===== config.mk =====
export PLATFORM = sky130hd
export DESIGN_NAME = sensors_intf_nios2_qsys_0_oci_dct_capture
export DESIGN_NICKNAME = d
export VERILOG_FILES = /design/src/rtl/sensors_intf_nios2_qsys_0_oci_dct_capture.sv
export SDC_FILE = /design/constraint.sdc
export NUM_CORES = 1
export LEC_CHECK = 0
export CELL_PAD_IN_SITES_DETAIL_PLACEMENT = 1
export CELL_PAD_IN_SITES_GLOBAL_PLACEMENT = 2
export CORE_MARGIN = 2
export CORE_UTILIZATION = 30
export CTS_CLUSTER_SIZE = 28
export DETAILED_ROUTE_END_ITERATION = 7
export GPL_TIMING_DRIVEN = 0
export PLACE_DENSITY = 0.61
export SYNTH_ARGS = -nofsm -noshare
export SYNTH_HDL_FRONTEND = slang
export SYNTH_SLANG_ARGS = --single-unit

===== constraint.sdc =====
create_clock -name clk -period 4.9 [get_ports clk]
set_input_delay 0.735 -clock clk [delete_from_list [all_inputs] [get_ports clk]]
set_output_delay 0.735 -clock clk [all_outputs]
set_load 0.005 [all_outputs]

===== src/rtl/sensors_intf_nios2_qsys_0_oci_dct_capture.sv =====
// sensors_intf_nios2_qsys_0_oci_dct_capture: screens DCT trace words into a show-ahead FIFO with stats and end-of-test drain
module sensors_intf_nios2_qsys_0_oci_dct_capture #(
  parameter int FIELD_W = 2,
  parameter int FIELDS = 15,
  parameter int COUNT_W = 4,
  parameter int DEPTH = 16,
  parameter int CNT_W = 32,
  localparam int BUF_W = FIELD_W * FIELDS,
  localparam int AW = $clog2(DEPTH)
) (
  input  logic                     clk,
  input  logic                     reset_n,
  input  logic                     dct_valid,
  input  logic [BUF_W-1:0]         dct_buffer,
  input  logic [COUNT_W-1:0]       dct_count,
  input  logic                     test_ending,
  input  logic                     test_has_ended,
  output logic                     rd_valid,
  output logic [BUF_W+COUNT_W-1:0] rd_data,
  input  logic                     rd_ready,
  output logic [AW:0]              fill_level,
  output logic [CNT_W-1:0]         frame_count,
  output logic [CNT_W-1:0]         field_total,
  output logic [CNT_W-1:0]         drop_count,
  output logic                     overflow,
  output logic                     count_err,
  output logic [1:0]               state,
  output logic                     test_done
);
  typedef enum logic [1:0] {RUN = 2'd0, DRAIN = 2'd1, DONE = 2'd2} state_t;
  localparam logic [COUNT_W-1:0] MAX_CNT = COUNT_W'(FIELDS);
  localparam logic [AW:0] FULL_LVL = (AW+1)'(DEPTH);
  state_t st, st_next;
  logic [BUF_W+COUNT_W-1:0] mem [DEPTH];
  logic [AW-1:0] wr_ptr, rd_ptr;
  logic screen, pop, full, accept, drop, ovf;
  assign rd_valid = fill_level != '0;
  assign rd_data = mem[rd_ptr];
  assign state = st;
  assign full = fill_level == FULL_LVL;
  assign pop = rd_valid && rd_ready;
  assign screen = dct_valid && dct_count != '0 && dct_count <= MAX_CNT;
  assign accept = screen && st == RUN && (!full || pop);
  assign ovf = screen && st == RUN && full && !pop;
  assign drop = screen && (st != RUN || (full && !pop));
  always_comb begin
    st_next = test_has_ended ? DONE :
              (st == RUN && test_ending) ? DRAIN :
              (st == DRAIN && (fill_level == '0 || (fill_level == (AW+1)'(1) && pop))) ? DONE : st;
  end
  always_ff @(posedge clk or negedge reset_n) begin
    if (!reset_n) begin
      for (int i = 0; i < DEPTH; i++) mem[i] <= '0;
      wr_ptr <= '0;
      rd_ptr <= '0;
      fill_level <= '0;
      frame_count <= '0;
      field_total <= '0;
      drop_count <= '0;
      overflow <= 1'b0;
      count_err <= 1'b0;
      st <= RUN;
      test_done <= 1'b0;
    end else begin
      st <= st_next;
      test_done <= st_next == DONE;
      if (accept) mem[wr_ptr] <= {dct_count, dct_buffer};
      if (test_has_ended) begin
        wr_ptr <= '0;
        rd_ptr <= '0;
        fill_level <= '0;
      end else begin
        wr_ptr <= wr_ptr + AW'(accept);
        rd_ptr <= rd_ptr + AW'(pop);
        fill_level <= fill_level + (AW+1)'(accept) - (AW+1)'(pop);
      end
      if (accept) begin
        frame_count <= frame_count + CNT_W'(1);
        field_total <= field_total + CNT_W'(dct_count);
      end
      if (drop && ~&drop_count) drop_count <= drop_count + CNT_W'(1);
      overflow <= overflow | ovf;
      count_err <= count_err | (dct_valid && dct_count > MAX_CNT);
    end
  end
endmodule


==> results.tsv <==
stage	metric	value	unit
status	status	complete, no violations	
synth	ys flop type	dfrtp_1	
sta	RSZ-0062 raised after global routing	no	
synth	cell with the most instances after synthesis	dfrtp_1	
synth	fraction of the mapped netlist area in simple logic gates	4.99	%
sta	Final Hold Fails	0	
floorplanning	Die ar.	102000	um2
floorplanning	Core Region	98700	um2
setup_path	Setup CP Type	flip-flop to output port	
routing	Detailed Routing Iterations Pass 1	4	
routing	final wirelength	86000	um
grt	GRT Util Overall	17.2	%
routing	residual DRC count	0	
cts	Clock transition at path regs	0.05	ns
sta	post-layout min period	4.66	ns
setup_path	CP peak stage delay	0.88	ns
layout	fillers	10000	
synth	top cells by area, synth	dfrtp_1, mux2_2, mux4_2	
placed_design	DP HPWL	56400	um
setup_path	reg2reg path depth	16	
placed_design	buffers added on ports	179	
synth	EDFF count, synth	0	
synth	FF+latch count, synth	657	
setup_path	r2r endpoint	fill_level[4]	
routing	vias per cell	4.99	
synth	XOR/XNOR Fraction of Synth Area	2.84	%
power_and_ir_drop	Pleak	0.0166	uW
setup_path	CP Data Required Time	4.16	ns
sta	worst slew pin tran	1.27	ns
floorplanning	Chip Width	320	um
synth	Synth Net Count	1981	
sta	fin. max-slew vios	0	
grt	global-route wire length before repair	132000	um
setup_path	CP arrival	3.93	ns
placed_design	Placed Cells	3396	
sta	fmax	215	MHz
synth	Async SR Flop Fraction	100	%
floorplanning	Starting Density	30.3	%
power_and_ir_drop	power per cell area	375	nW/um2
synth	Yosys cell types	61	
synth	Avg Cell Area, Syn	15.6	um2
routing	Routed Antenna Nets	0	
setup_path	highest-delay cell along the critical path	clkbuf_1	
cts	postcts setup bufs	0	
synth	largest family of logic cells by synthesized area	multiplexers	
sta	Setup Skew	0.0209	ns
sta	Max transition margin	15.1	%
hold_path	worst hold path class	primary input to asynchronous set/reset pin	
synth	mux cell area share after synthesis	33.3	%
synth	Synth top cells by count	dfrtp_1, mux2_2, mux4_2, mux2_1, clkbuf_1	
cts	Worst-Skew Late Latency	0.63	ns
synth	YS warnings	0	
sta	setup TNS	0	ns
setup_path	crit end category	output port	
cts	CTS tree	yes	
floorplanning	I/O pin cnt	181	
cts	CTS Buffer Depth	3	
cts	CTS buffer count	80	
layout	Area Overhead vs Synth	20.6	%
setup_path	CP Launch Point	rd_ptr[1]	
synth	Synth area leader	dfrtp_1	
cts	Root Buffer	clkbuf_16	
synth	Seq/Total Area, Yosys	54.9	%
routing	drt first-iter violations	883	
floorplanning	std cell rows	115	
routing	Vias	17600	
layout	Layout Nets	2250	
layout	Post-Layout Cell Count	3538	
cts	CTS Sinks	657	
grt	initial antenna violation count	4	
synth	Post-Syn Area	29900	um2
setup_path	R2R Path Start	fill_level[2]	
routing	WL/cell	24.3	um
synth	top-area cell type share of the netlist area	54.9	%
sta	Final Cycle Share	95.1	%
setup_path	r2r setup slk	1.60	ns
setup_path	startpoint types	flip-flop	
placed_design	Placer Congestion	0.735	
power_and_ir_drop	worst vdd rail ir drop	0.224	mV
layout	layout cells sized above 1	37.1	%
setup_path	CP Cell Sequence	clkbuf_1, clkbuf_1, mux4_2, mux4_2, clkdlybuf4s50_1	
grt	global route overflow	0	
setup_path	Crit Path Max Fanout	10	
sta	final setup vio count	0	
synth	Post-Synthesis Cells	1923	
floorplanning	Chip Height	320	um
synth	post-synthesis compound-gate area fraction	0.769	%
grt	largest net degree at the start of global routing	122	
job	total of max-cap violations	0	
cts	H-tree lvl count	3	
grt	vias in the first global route	20200	
synth	Synth Area in Adders	0.802	%
-- metal layers --
metal	track usage (%)	share of wire [%]
met2	28.9	49
met5	0	0.042
met1	22.3	44
met4	5.52	3.0
met3	3.10	3.9
-- power breakdown --
group	total [uW]	switching (uW)	internal, uW
logic	2110	1180	931
registers	5650	118	5530
clock network	5790	2350	3450
-- cells in the final DEF, fill, tap and decap left out, drive strengths merged, types with 7 or more instances in the layout --
| master | count |
|---|---|
| dfrtp | 657 |
| mux2 | 546 |
| clkbuf | 181 |
| clkdlybuf4s50 | 178 |
| mux4 | 170 |
| buf | 80 |
| nand2 | 51 |
| xnor2 | 50 |
| xor2 | 47 |
| nor2 | 42 |
| nand3 | 37 |
| inv | 29 |
| nand4 | 23 |
| nor4 | 22 |
| nor3 | 20 |
| ha | 16 |
| clkinv | 14 |
| and4 | 10 |
| and3 | 9 |
| nor2b | 7 |
-- worst max path at each step --
stage,endpoint,slack (ns),depth (start not counted)
detailed placement,fill_level[4],0.46,15
floorplan,fill_level[4],1.65,15
CTS,rd_data[29],0.05,5
global route,rd_data[32],0.01,5
finish,rd_data[2],0.24,5
global placement,mem[19],-26.33,1
-- worst max-delay path: cells and delay by family, from the launching register on --
kind     cells  cell delay, ns
flops        1            0.42
mux          2            0.99
buf+inv      3            1.88
-- final cells by class --
type,instances,area [um2],share of cell area (%)
tap,1287,1610,4.46
antenna,1,2.50,0.00693
sequential,657,16400,45.5
inverter,25,93.8,0.260
clock inverter,21,229,0.634
timing repair buffer,187,1990,5.50
multi-input combinational,1105,12800,35.4
clock buffer,119,2330,6.45
buffer,136,623,1.73
-- sequential cells by signal, indices dropped and copies added (netlist names), 2 cells and up --
name	count
drop_count	32
field_total	32
fill_level	5
frame_count	32
mem	544
rd_ptr	4
state	2
wr_ptr	4
-- logic make-up after synthesis --
family	after synthesis
simple gates	246
xor+xnor	97
other cells	1
buf+inv	161
flops	657
compound gates	27
fa+ha+maj	18
mux	716
-- repair_timing --
item,in CTS,in global routing
hold buffers,1,0
endpoints found under the setup margin,9,4
hold endpoints to repair,1,0
gates resized for setup,3,4
pin swaps,0,0
-- stage by stage --
stage	setup slack (ns)	instance area [um2]	hold WS (ns)	util [%]	total power, uW
CTS	0.0451	36100	0.410	36.6	13800
finish	0.239	36100	0.464	36.6	13600
global route	0.0120	36100	0.455	36.6	14200
detailed placement	0.463	33500	0.467	34.0	7930
global placement	-26.33	33300	0.455	33.8	7890
floorplan	1.65	29900	0.439	-	6850
No activity file was read; power rests on OpenSTA's default activity.
